<file path="src/rtl/add_tree_pkg.sv">
// Shared sizing helpers for the pipelined adder tree.
// ADD_TREE_ACC_EN selects the accumulating final stage.
package add_tree_pkg;

`ifdef ADD_TREE_ACC_EN
  localparam bit ACC_EN = 1'b1;
`else
  localparam bit ACC_EN = 1'b0;
`endif

  function automatic int clog2(input int n);
    int r;
    int v;
    r = 0;
    v = 1;
    while (v < n) begin
      v = v * 2;
      r = r + 1;
    end
    return r;
  endfunction

  function automatic int num_stages(input int numIn, input int radix);
    int n;
    int s;
    n = numIn;
    s = 0;
    while (n > 1) begin
      n = (n + radix - 1) / radix;
      s = s + 1;
    end
    return (s < 1) ? 1 : s;
  endfunction

  function automatic int nodes_at_level(input int numIn, input int radix, input int k);
    int n;
    n = numIn;
    for (int i = 0; i < k; i++) begin
      n = (n + radix - 1) / radix;
    end
    return n;
  endfunction

  // Operands covered by one node at level k, capped at numIn, sets the width.
  function automatic int level_width(input int inW, input int numIn, input int radix, input int k);
    int p;
    p = 1;
    for (int i = 0; i < k; i++) begin
      p = p * radix;
      if (p > numIn) p = numIn;
    end
    return inW + clog2(p);
  endfunction

endpackage

</file>
<file path="src/rtl/add_tree_stage.sv">
// One level of the adder tree: zero-padded grouping, node adders and the
// elastic valid/data register. With ACC set the register accumulates.
module add_tree_stage
  import add_tree_pkg::*;
#(
  parameter int IN_W_L  = 8,
  parameter int N_IN    = 9,
  parameter int RADIX   = 3,
  parameter int N_OUT   = 3,
  parameter int OUT_W_L = 10,
  parameter bit ACC     = 1'b0
) (
  input  logic                     clk,
  input  logic                     rst_n,
  input  logic                     valid_i,
  input  logic                     clr_i,
  input  logic [N_IN*IN_W_L-1:0]   data_i,
  input  logic                     adv_next_i,
  output logic                     adv_o,
  output logic                     valid_o,
  output logic                     clr_o,
  output logic [N_OUT*OUT_W_L-1:0] data_o
);

  localparam int PAD_W = N_OUT * RADIX * IN_W_L;

  logic [PAD_W-1:0]         padded;
  logic [N_OUT*OUT_W_L-1:0] sum_d;
  logic [N_OUT*OUT_W_L-1:0] data_d;
  logic [N_OUT*OUT_W_L-1:0] data_q;
  logic                     valid_q;
  logic                     clr_q;

  assign padded = PAD_W'(data_i);

  always_comb begin
    sum_d = '0;
    for (int n = 0; n < N_OUT; n++) begin
      for (int c = 0; c < RADIX; c++) begin
        sum_d[n*OUT_W_L +: OUT_W_L] = sum_d[n*OUT_W_L +: OUT_W_L]
                                    + OUT_W_L'(padded[(n*RADIX+c)*IN_W_L +: IN_W_L]);
      end
    end
  end

  if (ACC) begin : g_acc
    assign data_d = clr_i ? sum_d : data_q + sum_d;
  end else begin : g_plain
    assign data_d = sum_d;
  end

  assign adv_o = !valid_q || adv_next_i;

  always_ff @(posedge clk or negedge rst_n) begin
    if (!rst_n) begin
      valid_q <= 1'b0;
      clr_q   <= 1'b0;
      data_q  <= '0;
    end else if (adv_o) begin
      valid_q <= valid_i;
      if (valid_i) begin
        clr_q  <= clr_i;
        data_q <= data_d;
      end
    end
  end

  assign valid_o = valid_q;
  assign clr_o   = clr_q;
  assign data_o  = data_q;

endmodule

</file>
<file path="src/rtl/add_tree_pipe.sv">
// Pipelined multi-operand adder tree with valid/ready backpressure.
// Define ADD_TREE_ACC_EN to add acc_clr_i and a running accumulator at the output.
module add_tree_pipe
  import add_tree_pkg::*;
#(
  parameter int NUM_IN    = 9,
  parameter int IN_W      = 8,
  parameter int RADIX     = 3,
  parameter int ACC_GUARD = 8,
  localparam int OUT_W    = IN_W + clog2(NUM_IN),
  localparam int SUM_W    = OUT_W + (ACC_EN ? ACC_GUARD : 0)
) (
  input  logic                   clk,
  input  logic                   rst_n,
  input  logic                   in_valid_i,
  output logic                   in_ready_o,
  input  logic [NUM_IN*IN_W-1:0] in_data_i,
`ifdef ADD_TREE_ACC_EN
  input  logic                   acc_clr_i,
`endif
  output logic                   out_valid_o,
  input  logic                   out_ready_i,
  output logic [SUM_W-1:0]       out_sum_o
);

  localparam int S = num_stages(NUM_IN, RADIX);

  logic [S+1:1] adv;
  logic         clrIn;
  logic         unused_clr;

`ifdef ADD_TREE_ACC_EN
  assign clrIn = acc_clr_i;
`else
  assign clrIn = 1'b0;
`endif

  assign adv[S+1] = out_ready_i;

  for (genvar k = 1; k <= S; k++) begin : g_st
    localparam int  WI   = level_width(IN_W, NUM_IN, RADIX, k-1);
    localparam int  NI   = nodes_at_level(NUM_IN, RADIX, k-1);
    localparam int  NO   = nodes_at_level(NUM_IN, RADIX, k);
    localparam bit  LAST = (k == S);
    localparam int  WO   = LAST ? SUM_W : level_width(IN_W, NUM_IN, RADIX, k);

    logic             validIn;
    logic             clrIn_l;
    logic [NI*WI-1:0] dataIn;
    logic             valid;
    logic             clr;
    logic [NO*WO-1:0] data;

    if (k == 1) begin : g_first
      assign validIn = in_valid_i;
      assign clrIn_l = clrIn;
      assign dataIn  = in_data_i;
    end else begin : g_inner
      assign validIn = g_st[k-1].valid;
      assign clrIn_l = g_st[k-1].clr;
      assign dataIn  = g_st[k-1].data;
    end

    add_tree_stage #(
      .IN_W_L (WI),
      .N_IN   (NI),
      .RADIX  (RADIX),
      .N_OUT  (NO),
      .OUT_W_L(WO),
      .ACC    (LAST && ACC_EN)
    ) u_stage (
      .clk       (clk),
      .rst_n     (rst_n),
      .valid_i   (validIn),
      .clr_i     (clrIn_l),
      .data_i    (dataIn),
      .adv_next_i(adv[k+1]),
      .adv_o     (adv[k]),
      .valid_o   (valid),
      .clr_o     (clr),
      .data_o    (data)
    );
  end

  // Gate with rst_n so nothing is offered as accepted while reset is held.
  assign in_ready_o  = rst_n && adv[1];
  assign out_valid_o = g_st[S].valid;
  assign out_sum_o   = g_st[S].data;
  assign unused_clr  = g_st[S].clr;

endmodule

</file>
<file path="config.mk">
export PLATFORM = sky130hd
export DESIGN_NAME = add_tree_pipe
export DESIGN_NICKNAME = d
export VERILOG_FILES = /design/src/rtl/add_tree_pkg.sv /design/src/rtl/add_tree_stage.sv /design/src/rtl/add_tree_pipe.sv
export SDC_FILE = /design/constraint.sdc
export NUM_CORES = 1
export LEC_CHECK = 0
export CORE_MARGIN = 3
export CORE_UTILIZATION = 47
export DETAILED_ROUTE_END_ITERATION = 10
export GPL_TIMING_DRIVEN = 0
export PLACE_DENSITY = 0.78
export SLEW_MARGIN = 20
export SYNTH_ARGS = -nofsm -noshare
export SYNTH_HDL_FRONTEND = slang
export SYNTH_SLANG_ARGS = --single-unit
</file>
<file path="constraint.sdc">
create_clock -name clk -period 3 [get_ports clk]
set_input_delay 0.45 -clock clk [delete_from_list [all_inputs] [get_ports clk]]
set_output_delay 0.45 -clock clk [all_outputs]
set_load 0.01 [all_outputs]
</file>
======== After elaboration in Yosys (flattened, before gate mapping) ========
Index checks and enable logic that the tools add are counted.
word-level totals
  input bits .............................. 76
  bits in registers ....................... 44
operators by class
  reductions and logical operators ........ 7
  add/subtract/negate cells ............... 8
operators with widths
  cell               number
  $add 10x8->10      3
  $add 8x8->9        3
  $add 12x10->12     1
  $add 10x10->11     1
  $reduce_and 2->1   2
  $logic_not 1->1    2
  $logic_or 1x1->1   2
  $logic_and 1x1->1  1

======== Longest topological paths before layout ========
Gate-level depths: netlist of the first run.
  word-level depth ........................ 4
  mapped depth ............................ 14
  gate-level depth less buffers ........... 14

======== Cells and area by module ========
Synthesis of the first run repeated with hierarchy kept, for this count alone.
unflattened totals
  cell total of the unflattened synthesis .. 410
  area total of the unflattened synthesis .. 3951.3 um^2
modules (own cells, without submodules)
  module                             area each (um^2)  sequential area each (um^2)  cells an instance  instances
  add_tree_stage at g_st[1].u_stage  2792.7            800.8                        289                1
  add_tree_stage at g_st[2].u_stage  1148.6            350.3                        119                1
  add_tree_pipe                      10.0              0.0                          2                  1

======== Least setup slack after synthesis of the first run ========
OpenSTA, ideal clock, no wires.
  path type ............................... register to register
  from .................................... register g_st[1].u_stage.data_q[0]
  to ...................................... register g_st[2].u_stage.data_q[11]
  setup slack ............................. 35 ps
  cell stages (with the launch flop) ...... 13
  setup time .............................. 120 ps
  arrival ................................. 2845 ps
  path buffers ............................ 0
  period minus slack after synthesis ...... 2965 ps
  path through ............................ dfrtp_1 -> ha_1 -> fa_1 -> a211oi_1 -> nor2_1 -> o21ai_0 -> a21oi_1 -> ha_1 -> or3_1 -> o32ai_2 -> o21ai_2 -> a21o_1 -> a41o_1
between the ends
  word-level cells in the longest chain between the ends .. 2
RTL lines
  item                      RTL line              text
  start: declaration        add_tree_stage.sv:30  logic [N_OUT*OUT_W_L-1:0] data_q;
  start signal: assignment  add_tree_stage.sv:63  data_q <= data_d;
  $add 10x10->11            add_tree_stage.sv:41  + OUT_W_L'(padded[(n*RADIX+c)*IN_W_L +: IN_W_L]);
  $add 12x10->12            add_tree_stage.sv:41
  end signal: assignment    add_tree_stage.sv:63
  end: declaration          add_tree_stage.sv:30
No other way between the ends.
A chain may end at the register's enable or synchronous reset.

======== Worst setup path after layout of the first run ========
  from .................................... register g_st[1].u_stage.data_q[10]
  to ...................................... register g_st[2].u_stage.data_q[9]
The elaborated chain is that of the path after synthesis.

==> results of run 1 <==
-- flip-flops by register name, indices dropped and copies added (netlist names) --
register / count
g_st.u_stage.data_o: 42
g_st.u_stage.valid_o: 2
-- where the power goes --
group / switching [µW] / total [µW] / internal, µW
Combinational: 1840 / 3730 / 1880
Sequential: 145 / 955 / 810
Clock: 205 / 452 / 247
Total: 2190 / 5140 / 2940
-- synth_stat cells, drive strengths merged (2+ instances only) --
cell	n
ha	69
o21ai	50
nand2	45
dfrtp	44
nor2	43
xnor2	31
a21oi	25
inv	17
a211oi	15
a21o	14
xor2	13
o31ai	12
o21a	9
fa	8
mux2	8
nor2b	8
clkbuf	7
nor3	7
nand2b	5
o21bai	3
o41ai	3
or2	3
a211o	2
a21bo	2
a21boi	2
a31o	2
and2	2
nand3	2
o22ai	2
o31a	2
or3	2
-- per-stage QoR --
step / cells / setup WS, ps / area (µm²)
after floorplan: 467 / 35.1 / 4200
after global placement: 661 / -573 / 5220
after detailed placement: 662 / -517 / 5240
after CTS: 679 / -66.3 / 5490
after global routing: 691 / -179 / 5780
final: 691 / -4.71 / 5780
-- path summary, 6_finish.rpt --
path                                                        startpoint                                endpoint  slack [ps]  cells past startpoint
max in group asynchronous                                        rst_n  g_st[1].u_stage.data_o[16]$_DFFE_PN0P_        2460                      2
worst min-delay path                                             rst_n   g_st[2].u_stage.data_o[1]$_DFFE_PN0P_          60                      1
worst max-delay path            g_st[1].u_stage.data_o[10]$_DFFE_PN0P_   g_st[2].u_stage.data_o[9]$_DFFE_PN0P_          -5                     14
min in group clk                 g_st[2].u_stage.data_o[2]$_DFFE_PN0P_   g_st[2].u_stage.data_o[2]$_DFFE_PN0P_         480                      2
worst min register to register   g_st[2].u_stage.data_o[2]$_DFFE_PN0P_   g_st[2].u_stage.data_o[2]$_DFFE_PN0P_         480                      2
worst max register to register  g_st[1].u_stage.data_o[10]$_DFFE_PN0P_   g_st[2].u_stage.data_o[9]$_DFFE_PN0P_          -5                     14
-- worst max-delay path: cells and delay by family (launching register included) --
family	cells	cell delay [ps]
xor+xnor	2	280
compound gates	6	1020
fa+ha+maj	3	870
flops	1	390
buf+inv	1	150
simple gates	2	200
-- layer usage --
metal / wire length [µm] / vias to the layer above / GRT usage, % / share of wire (%)
met5: 0 / - / 0 / 0
met4: 144 / 0 / 4.25 / 1.4
met3: 463 / 19 / 3.18 / 4.4
met2: 5500 / 113 / 35.4 / 52
met1: 4410 / 1815 / 24.6 / 42
li1: - / 1931 / - / -
-- layout make-up --
cell class              instances  area [µm²]
multi-input cells             399        3260
fillers                       623        2680
flip-flops and latches         44        1100
repair buffers                111        1090
well taps                     105         131
clock buffers                   6        72.6
inverters                      17        63.8
clock inverters                 2        35.0
plain buffers                   7        26.3
-- cells by family (layout without fill, tap and decap cells) --
family | count (synthesis) | after routing | share of synthesized area, %
adder cells (fa/ha/maj) | 77 | 77 | 24.4
AND/OR/NAND/NOR | 119 | 119 | 12.3
AO/OA/AOI/OAI | 151 | 151 | 23.7
flip-flops | 44 | 44 | 26.2
multiplexers | 8 | 8 | 2.14
buffers and inverters | 24 | 143 | 2.14
XOR/XNOR | 44 | 44 | 9.17
-- timing repair --
action | in CTS | in global routing
pin swaps | 27 | 64
buffers inserted | 9 | 12
resized for setup | 26 | 58
endpoints found under the setup margin | 9 | 15
==> impl_results.md, run 1 <==
* Status: complete, but fails checks
* Violated checks: negative setup slack
* Antenna violations before repair at 0
* Power Density at 888 mW/mm²
* Sum of overflow across all layers after global routing at 0
* First-pass GRT wire length at approximately 16000 µm
* Initial Utilization at between 40% and 50%
* Number of inserted diodes at 0
* Leakage Power at 0.00261 µW
* Fraction of the yosys area taken by sequential cells at about a quarter
* Flops & latches, synth at 44
* Top cells by area, synth: dfrtp_1 (26%), ha_1 (21%), xnor2_1 (6.5%)
* Share of the clock period used by the worst path after layout at 100%
* Fraction of post-synthesis cell area in the top cell type by area at a little over a quarter
* Data required time at the worst endpoint at 3230 ps
* Crit-path cells: ha_2, fa_2, a211oi_2, nor2_2, o31a_1, o21a_1, nor2_2, xnor2_2, ha_1, a21oi_2, o21ai_2, buf_4, xnor2_2, o21ai_1
* Post-DP HPWL at 7890 µm
* Placement Rows at 33
* Top achievable clock speed at around 0.33 GHz
* Post-route ant nets at 0
* Kind of capture point of the worst setup path: flip-flop
* Area of the mapped netlist at 0.00420 mm²
* Die X at between 100 and 150 µm
* Number of DRC markers after the initial detailed-route iteration at 150
* VDD IR max at ~0.00060 V
* Net count reported at finish at approximately 740
* Final Hold Vio Count at 0
* Cell with the largest stage delay on the worst path: dfrtp_1
* Fin util at around two thirds
* Setup TNS Final at -4.71 ps
* Slew @ Worst Pin at roughly 580 ps
* Type of origin of the critical path: flip-flop
* Fraction of layout cells with a size suffix above 1 at 19.1%
* TritonCTS clock tree: done
* RD Place Congestion at roughly 0.82
* Vias after detailed routing at 3878
* Most used cells in the layout excluding fill and tap cells: clkdlybuf4s50_1 (77), ha_1 (57), nand2_1 (44), dfrtp_1 (44), nor2_1 (39)
* Number of placed I/O pins at 90
* Number of buffers added by the clock tree synthesis step at 5
* Post-DR wirelength/cell at approximately 15 µm
* Total wire length after detailed routing at about 11000 µm
* Die height at between 100 and 150 µm
* Deepest clock path buffer count at 2
* Mapped Avg Cell Area at roughly 9.0 µm²
* Worst-case setup margin in the final layout at -4.71 ps
* Cell type with the highest aggregate area in the netlist: dfrtp_1
* Library cell used as clock root buffer: clkbuf_8
* Total number of H-tree levels at 2
* CP max stage delay at between 300 and 400 ps
* EDFF count, synth at 0
* Path class of the lowest-slack min-delay path: in2async
* Fraction of registers with async set/reset at 100%
* Largest fanout on the critical path at 3
* Max-cap violations at 0
* Most common cell after layout, fill and taps aside: clkdlybuf4s50_1
* Clock transition at the register clock pins on the worst setup and hold paths after CTS at ~90 ps
* Clock tree skew after final layout at slightly above 10 ps
* Cells after synthesis at 467
* Final min period at 3000 ps
* Post-synth top flop: dfrtp_1
* Slew HR at about three fifths
* Via count of the first global-routing pass at 3801
* Layout-stage area growth over the synthesis result at 37.7%
* Distinct cells, synth at 47
* Number of buffers inserted for hold repair after clock tree synthesis at 0
* Final count of pins violating max slew at 0
* Crit Path Category: reg2reg
* Hold_ws at around 63 ps
* Number of endpoints failing setup at the final stage at 1
* Port Buf Inserts at 89
* Die Area at approximately 0.010 mm²
* Post-DR vias/cell at 5.61
* Number of warning messages in the yosys log at 0
* Area of the core at ~0.0085 mm²
* Synthesized netlist net count at between 600 and 700
* Clock Latency Late Sink at 310 ps
* Setup repair after global routing missed its margin: true
* Worst Path Arrival at around 3200 ps
* Global-route usage over all layers at slightly below 20%
* Post-route DRC violation count at 0
* Power, Total at around 5000 µW
* Number of clock sinks at 44
* Maximum number of pins on one net before global-route repair at 30
* Pre-antenna DRT Iters at 4
Note: power is estimated with default switching activity, not from simulation.
==> inputs of run 2 (changes only) <==
CTS_CLUSTER_SIZE = 10   (was default)
==> results of run 2 <==
Final layout, timing and power as in run 1 (identical DEF).
==> inputs of run 3 (changes only) <==
SLEW_MARGIN = default   (was 20)
==> results of run 3 <==
Final layout, timing and power as in run 1 (identical DEF).
